==> src/rtl/reg_seq_pkg.sv <==
// Shared types and constants for the reg_seq register-file sequencer.
// REG_SEQ_SAT_EN (when defined) selects saturating ADD/SUB in reg_seq_unit.
package reg_seq_pkg;

    typedef enum logic [2:0] {
        OpWr   = 3'd0,
        OpRd1  = 3'd1,
        OpRd2  = 3'd2,
        OpRd1w = 3'd3,
        OpRd2w = 3'd4,
        OpAdd  = 3'd5,
        OpSub  = 3'd6,
        OpShl  = 3'd7
    } op_e;

    typedef enum logic [2:0] {
        StIdle,
        StRead,
        StExec,
        StWrite,
        StResp
    } state_e;

    localparam int unsigned DATA_W_DEFAULT = 16;
    localparam int unsigned ADDR_W_DEFAULT = 5;
    localparam int unsigned DEPTH          = 2 ** ADDR_W_DEFAULT;
    localparam int unsigned SHAMT_W        = $clog2(DATA_W_DEFAULT);

    function automatic int unsigned depth_of(int unsigned addr_w);
        return 2 ** addr_w;
    endfunction

    function automatic int unsigned shamt_w_of(int unsigned data_w);
        return $clog2(data_w);
    endfunction

    // Only the two pure reads leave the register file untouched.
    function automatic logic op_writes(op_e op);
        return (op != OpRd1) && (op != OpRd2);
    endfunction

endpackage

==> src/rtl/reg_seq_if.sv <==
// Request/response handshake bundle between a command source and reg_seq_unit.
interface reg_seq_if #(
    parameter int unsigned DATA_W = reg_seq_pkg::DATA_W_DEFAULT,
    parameter int unsigned ADDR_W = reg_seq_pkg::ADDR_W_DEFAULT
);

    logic               req_valid;
    logic               req_ready;
    reg_seq_pkg::op_e   req_op;
    logic [ADDR_W-1:0]  req_ra1;
    logic [ADDR_W-1:0]  req_ra2;
    logic [ADDR_W-1:0]  req_wa;
    logic [DATA_W-1:0]  req_wdata;
    logic               rsp_valid;
    logic               rsp_ready;
    logic [DATA_W-1:0]  rsp_data1;
    logic [DATA_W-1:0]  rsp_data2;
    logic               rsp_carry;

    modport master (
        output req_valid, req_op, req_ra1, req_ra2, req_wa, req_wdata, rsp_ready,
        input  req_ready, rsp_valid, rsp_data1, rsp_data2, rsp_carry
    );

    modport slave (
        input  req_valid, req_op, req_ra1, req_ra2, req_wa, req_wdata, rsp_ready,
        output req_ready, rsp_valid, rsp_data1, rsp_data2, rsp_carry
    );

endinterface

==> src/rtl/reg_seq_regfile.sv <==
// DEPTH x DATA_W register file: two registered read ports, one write port,
// synchronous clear while rst_n is low (reset beats a coincident write).
module reg_seq_regfile #(
    parameter int unsigned DATA_W = reg_seq_pkg::DATA_W_DEFAULT,
    parameter int unsigned ADDR_W = reg_seq_pkg::ADDR_W_DEFAULT
) (
    input  logic              clk,
    input  logic              rst_n,
    input  logic [ADDR_W-1:0] ra1,
    input  logic [ADDR_W-1:0] ra2,
    output logic [DATA_W-1:0] rd1,
    output logic [DATA_W-1:0] rd2,
    input  logic              we,
    input  logic [ADDR_W-1:0] wa,
    input  logic [DATA_W-1:0] wd
);

    localparam int unsigned DEPTH = reg_seq_pkg::depth_of(ADDR_W);

    logic [DATA_W-1:0] mem [DEPTH];

    always_ff @(posedge clk) begin
        if (!rst_n) begin
            for (int unsigned i = 0; i < DEPTH; i++) begin
                mem[i] <= '0;
            end
            rd1 <= '0;
            rd2 <= '0;
        end else begin
            if (we) begin
                mem[wa] <= wd;
            end
            rd1 <= mem[ra1];
            rd2 <= mem[ra2];
        end
    end

endmodule

==> src/rtl/reg_seq_unit.sv <==
// Register-file sequencer: IDLE->READ->EXEC->WRITE->RESP for every command.
// Define REG_SEQ_SAT_EN for saturating ADD/SUB results.
module reg_seq_unit
    import reg_seq_pkg::*;
#(
    parameter int unsigned DATA_W = DATA_W_DEFAULT,
    parameter int unsigned ADDR_W = ADDR_W_DEFAULT
) (
    input  logic     clk,
    input  logic     rst_n,
    reg_seq_if.slave bus
);

    localparam int unsigned       SH_W      = shamt_w_of(DATA_W);
    localparam logic [DATA_W-1:0] SHL_LIMIT = DATA_W'(DATA_W);

    state_e            state_q;
    op_e               op_q;
    logic [ADDR_W-1:0] ra1_q, ra2_q, wa_q;
    logic [DATA_W-1:0] wdata_q;
    logic [DATA_W-1:0] rd1, rd2;
    logic [DATA_W-1:0] d1_c, d2_c, wval_c;
    logic [DATA_W-1:0] d1_q, d2_q, wval_q;
    logic              carry_c, carry_q;
    logic [DATA_W:0]   sum_c, diff_c;
    logic              we;
    logic              req_ready_q, rsp_valid_q, rsp_carry_q;
    logic [DATA_W-1:0] rsp_data1_q, rsp_data2_q;

    assign we = (state_q == StWrite) && op_writes(op_q);

    reg_seq_regfile #(
        .DATA_W (DATA_W),
        .ADDR_W (ADDR_W)
    ) u_regfile (
        .clk   (clk),
        .rst_n (rst_n),
        .ra1   (ra1_q),
        .ra2   (ra2_q),
        .rd1   (rd1),
        .rd2   (rd2),
        .we    (we),
        .wa    (wa_q),
        .wd    (wval_q)
    );

    // ALU and response shaping from the registered read data seen in EXEC.
    always_comb begin
        sum_c   = {1'b0, rd1} + {1'b0, rd2};
        diff_c  = {1'b0, rd1} - {1'b0, rd2};
        d1_c    = '0;
        d2_c    = '0;
        carry_c = 1'b0;
        wval_c  = wdata_q;
        unique case (op_q)
            OpWr: d1_c = wdata_q;
            OpRd1, OpRd1w: d1_c = rd1;
            OpRd2, OpRd2w: begin
                d1_c = rd1;
                d2_c = rd2;
            end
            OpAdd: begin
                carry_c = sum_c[DATA_W];
                d1_c    = sum_c[DATA_W-1:0];
`ifdef REG_SEQ_SAT_EN
                if (carry_c) d1_c = '1;
`endif
                d2_c    = rd2;
                wval_c  = d1_c;
            end
            OpSub: begin
                carry_c = diff_c[DATA_W];
                d1_c    = diff_c[DATA_W-1:0];
`ifdef REG_SEQ_SAT_EN
                if (carry_c) d1_c = '0;
`endif
                d2_c    = rd2;
                wval_c  = d1_c;
            end
            OpShl: begin
                d1_c   = (wdata_q >= SHL_LIMIT) ? '0 : (rd1 << wdata_q[SH_W-1:0]);
                d2_c   = wdata_q;
                wval_c = d1_c;
            end
            default: ;
        endcase
    end

    always_ff @(posedge clk) begin
        if (!rst_n) begin
            state_q     <= StIdle;
            op_q        <= OpWr;
            ra1_q       <= '0;
            ra2_q       <= '0;
            wa_q        <= '0;
            wdata_q     <= '0;
            d1_q        <= '0;
            d2_q        <= '0;
            wval_q      <= '0;
            carry_q     <= 1'b0;
            req_ready_q <= 1'b0;
            rsp_valid_q <= 1'b0;
            rsp_data1_q <= '0;
            rsp_data2_q <= '0;
            rsp_carry_q <= 1'b0;
        end else begin
            unique case (state_q)
                StIdle: begin
                    req_ready_q <= 1'b1;
                    if (bus.req_valid && req_ready_q) begin
                        op_q        <= bus.req_op;
                        ra1_q       <= bus.req_ra1;
                        ra2_q       <= bus.req_ra2;
                        wa_q        <= bus.req_wa;
                        wdata_q     <= bus.req_wdata;
                        req_ready_q <= 1'b0;
                        state_q     <= StRead;
                    end
                end
                StRead: state_q <= StExec;
                StExec: begin
                    d1_q    <= d1_c;
                    d2_q    <= d2_c;
                    wval_q  <= wval_c;
                    carry_q <= carry_c;
                    state_q <= StWrite;
                end
                StWrite: begin
                    rsp_valid_q <= 1'b1;
                    rsp_data1_q <= d1_q;
                    rsp_data2_q <= d2_q;
                    rsp_carry_q <= carry_q;
                    state_q     <= StResp;
                end
                StResp: begin
                    if (bus.rsp_ready) begin
                        rsp_valid_q <= 1'b0;
                        req_ready_q <= 1'b1;
                        state_q     <= StIdle;
                    end
                end
                default: state_q <= StIdle;
            endcase
        end
    end

    assign bus.req_ready = req_ready_q;
    assign bus.rsp_valid = rsp_valid_q;
    assign bus.rsp_data1 = rsp_data1_q;
    assign bus.rsp_data2 = rsp_data2_q;
    assign bus.rsp_carry = rsp_carry_q;

endmodule
==> src/flat_wrapper.sv <==
// flat-port wrapper written by rule: the top's interface ports become plain ports
module reg_seq_unit_flat import reg_seq_pkg::*;
#(
    parameter int unsigned DATA_W = DATA_W_DEFAULT,
    parameter int unsigned ADDR_W = ADDR_W_DEFAULT
)
  (clk, rst_n, bus_req_valid, bus_req_op, bus_req_ra1, bus_req_ra2, bus_req_wa, bus_req_wdata, bus_rsp_ready, bus_req_ready, bus_rsp_valid, bus_rsp_data1, bus_rsp_data2, bus_rsp_carry);
  reg_seq_if #(.DATA_W(DATA_W), .ADDR_W(ADDR_W)) bus_i ();
  input  logic clk;
  input  logic rst_n;
  input wire logic [$bits(bus_i.req_valid)-1:0] bus_req_valid;
  input wire logic [$bits(bus_i.req_op)-1:0] bus_req_op;
  input wire logic [$bits(bus_i.req_ra1)-1:0] bus_req_ra1;
  input wire logic [$bits(bus_i.req_ra2)-1:0] bus_req_ra2;
  input wire logic [$bits(bus_i.req_wa)-1:0] bus_req_wa;
  input wire logic [$bits(bus_i.req_wdata)-1:0] bus_req_wdata;
  input wire logic [$bits(bus_i.rsp_ready)-1:0] bus_rsp_ready;
  output wire logic [$bits(bus_i.req_ready)-1:0] bus_req_ready;
  output wire logic [$bits(bus_i.rsp_valid)-1:0] bus_rsp_valid;
  output wire logic [$bits(bus_i.rsp_data1)-1:0] bus_rsp_data1;
  output wire logic [$bits(bus_i.rsp_data2)-1:0] bus_rsp_data2;
  output wire logic [$bits(bus_i.rsp_carry)-1:0] bus_rsp_carry;
  assign bus_i.req_valid = bus_req_valid;
  assign bus_i.req_op = bus_req_op;
  assign bus_i.req_ra1 = bus_req_ra1;
  assign bus_i.req_ra2 = bus_req_ra2;
  assign bus_i.req_wa = bus_req_wa;
  assign bus_i.req_wdata = bus_req_wdata;
  assign bus_i.rsp_ready = bus_rsp_ready;
  assign bus_req_ready = bus_i.req_ready;
  assign bus_rsp_valid = bus_i.rsp_valid;
  assign bus_rsp_data1 = bus_i.rsp_data1;
  assign bus_rsp_data2 = bus_i.rsp_data2;
  assign bus_rsp_carry = bus_i.rsp_carry;
  reg_seq_unit #(.DATA_W(DATA_W), .ADDR_W(ADDR_W)) u_core (.clk(clk), .rst_n(rst_n), .bus(bus_i));
endmodule
==> config.mk <==
export PLATFORM = sky130hd
export DESIGN_NAME = reg_seq_unit_flat
export DESIGN_NICKNAME = d
export VERILOG_FILES = /design/src/rtl/reg_seq_pkg.sv /design/src/rtl/reg_seq_if.sv /design/src/rtl/reg_seq_regfile.sv /design/src/rtl/reg_seq_unit.sv /design/src/flat_wrapper.sv
export SDC_FILE = /design/constraint.sdc
export NUM_CORES = 1
export LEC_CHECK = 0
export BUFFER_PORTS_ARGS = -buffer_cell sky130_fd_sc_hd__buf_4
export CORE_ASPECT_RATIO = 0.5
export CORE_MARGIN = 3
export CORE_UTILIZATION = 50
export CTS_CLUSTER_DIAMETER = 120
export DETAILED_ROUTE_END_ITERATION = 8
export PLACE_DENSITY = 0.66
export SLEW_MARGIN = 15
export SYNTH_ARGS = -nofsm -noshare
export SYNTH_HDL_FRONTEND = slang
export SYNTH_SLANG_ARGS = --single-unit
==> constraint.sdc <==
create_clock -name clk -period 6.5 [get_ports clk]
set_input_delay 1.3 -clock clk [delete_from_list [all_inputs] [get_ports clk]]
set_output_delay 1.3 -clock clk [all_outputs]
set_load 0.02 [all_outputs]
==> metrics.txt <==
H-tree levels 2; Die ar. 74500 µm²; crit path launch type flop; Post-synth ARST share 0%; #FFs+latches synth 665; Crit Path Class flop to flop; Final period util 54.5%; Hold Crit Class flop to flop; vias in the first global route 21890; DR vias 22788; Max Slew Vio Count 0; Final Hold Fails 0; top-area cell type share of the netlist area 43.3%; top achievable clock speed 0.282 GHz; PortBufs 72; largest net degree at the start of global routing 117; Global Route Usage Sum 27.1%; Antenna Nets Post-Route 0; Gate Count Post-Synth 2662; # clock sinks 665; initial antenna violation count 1; synth top area cells edfxtp_1, mux4_2, and2_1, dfxtp_1, nand2_1; status finished clean; Max transition margin 17.3%; Final setup viols 0; Seq/Total Area, Yosys 51.9%; Overflow after GRT 0; Critical Path RT 6.98 ns; Starting Density 51.0%; Max Cap Viol 0; WHS Endpoint u_core.d1_q[10]; gpl congestion 0.922; hold_buf cts 0; Avg Cell Area, Syn 13.4 µm²; Final #Nets 2686; CP endpoint kind flop; setup TNS 0 ns; PwrDens 255 nW/µm²; most instantiated library cell after synthesis and2_1; core area 69700 µm²; VDD IR max 0.208 mV; Area Growth Syn to Fin 8.93%; RR Startpoint u_core.u_regfile.rd1[0]; share of cells above drive strength 1 23.1%; WL per Instance 28.0 µm; Reg clk slew, reported paths 0.07 ns; # IOs 73; top cells by count, synth and2_1, edfxtp_1, mux4_2, nand2_1, clkbuf_1; non-filler cells, final 3604; min-delay src u_core.d1_q[10]; Layout fillers 5646; top_reg_cell synth edfxtp_1; RSZ-0062 raised after global routing false; cell area after synthesis 35500 µm²; Post-Synthesis Net Count 2735; CTS tree built; synth unique cells 72; Post-CTS Setup Bufs 0; Residual DRC 0; CTS Buffer Depth 3; Die X 383 µm; CTS resizes 0; largest area contributor in the netlist edfxtp_1; root buf cell clkbuf_16; hold depth 2; Post-Route WL 101000 µm; static leakage 13.2 nW; Core Util, Final 55.6%; EDFF count, synth 512; worst-margin pin slew 1.24 ns; Worst R2R End u_core.wval_q[14]; Die H 195 µm; Cell Rows 68; Clock Skew 0.0298 ns; Via density 6.32; crit path DAT 4.02 ns; dpl hpwl 68900 µm; Synth warnings 0; Final min period 3.55 ns; Skew-Pair Late Insertion Delay 0.65 ns; maximum net fanout on the critical path 9; CTS buffer count 61; first-pass GRT wire length 149000 µm; DRT iter0 DRCs 3089; Inst Count DP 3495; Pre-Repair DR Iteration Count 6; R2R setup slack 2.95 ns; r2r worst-path depth 11
[cell type report]
class / count / area, µm² / area share [%]
Clock buffer: 78 / 1660 / 4.29
Antenna cell: 1 / 2.50 / 0.00646
Sequential cell: 665 / 18500 / 47.7
Inverter: 33 / 124 / 0.320
Tap cell: 945 / 1180 / 3.05
Clock inverter: 30 / 174 / 0.449
Timing Repair Buffer: 134 / 1040 / 2.70
Multi-Input combinational cell: 1718 / 16100 / 41.5
[cell families after synthesis]
| logic type | count (synthesis) | share of synthesized area, % |
|---|---|---|
| and+or+nand+nor | 961 | 14.8 |
| buffers and inverters | 279 | 3.17 |
| muxes | 387 | 22.5 |
| DFF | 665 | 51.9 |
| xor gates and xnor gates | 3 | 0.0739 |
| AOI/OAI and AO/OA | 332 | 6.38 |
| adders and majority gates | 35 | 1.27 |
[where the power goes]
group / internal, mW / total, mW / switching (mW)
clock network: 1.83 / 3.44 / 1.60
registers: 4.74 / 4.98 / 0.236
logic: 0.611 / 1.48 / 0.864
total: 7.19 / 9.89 / 2.70
[worst max-delay path by stage]
stage                                  startpoint                     endpoint  cells past startpoint
after floorplan                             rst_n   u_core.u_regfile.mem[0][0]                      5
after global placement                      rst_n  u_core.u_regfile.mem[12][0]                      5
after detailed placement                    rst_n  u_core.u_regfile.mem[12][3]                      5
after CTS                 u_core.u_regfile.rd1[0]            u_core.wval_q[14]                     11
after global routing      u_core.u_regfile.rd1[0]            u_core.wval_q[14]                     11
final                     u_core.u_regfile.rd1[0]            u_core.wval_q[14]                     11
[worst max-delay path: stages (launching register included)]
cell	delay [ns]
dfxtp_1	0.55
ha_1	0.24
inv_1	0.05
fa_1	0.42
o21ba_2	0.26
o221ai_1	0.36
o21ai_1	0.11
o21ai_0	0.23
o21a_1	0.21
a32oi_1	0.08
a2111oi_0	0.76
nor2_1	0.12
[state kept, by name (all words and copies together) (netlist names)]
signal / flops
u_core.bus.rsp_data2: 16
u_core.d1_q: 16
u_core.ra1_q: 5
u_core.wval_q: 16
u_core.ra2_q: 5
u_core.state_q: 3
u_core.u_regfile.rd2: 16
u_core.bus.rsp_carry: 1
u_core.wa_q: 5
u_core.bus.rsp_valid: 1
u_core.u_regfile.mem: 512
u_core.d2_q: 16
u_core.op_q: 3
u_core.wdata_q: 16
u_core.bus.rsp_data1: 16
u_core.bus.req_ready: 1
u_core.u_regfile.rd1: 16
u_core.carry_q: 1
[cells in the final DEF, fill, tap and decap left out, drive strengths merged, types with 8 or more instances in the layout]
cell type	n
a21oi	58
ha	33
clkinv	28
o22ai	8
nor2b	36
a21boi	74
and2	518
o221ai	14
mux2	12
edfxtp	512
buf	134
o21ai	79
dfxtp	153
mux4	327
nor3b	18
a221oi	24
mux2i	48
nor2	114
a211oi	9
nor3	11
nand2b	12
or2	8
nand2	206
inv	34
clkbuf	78
[through the flow]
step / worst slack [ns] / cell area [µm²] / hold slack [ns] / power, mW
final: 2.95 / 38700 / 0.460 / 9.89
after CTS: 3.07 / 38700 / 0.455 / 9.90
after global placement: 2.96 / 36900 / 0.443 / 6.49
after floorplan: 2.84 / 35500 / 0.415 / 5.96
after detailed placement: 2.93 / 36900 / 0.445 / 6.51
after global routing: 2.77 / 38700 / 0.490 / 10.2
[layer usage]
layer  global-route usage [%]  share of wire, %  vias up
li1                         -                 -     9891
met1                     39.9                42    11644
met2                     40.5                45     1102
met3                     5.91                10      151
met4                     7.99               3.0        0
met5                        0                 0        -
Power figures use the tool's default switching activity.
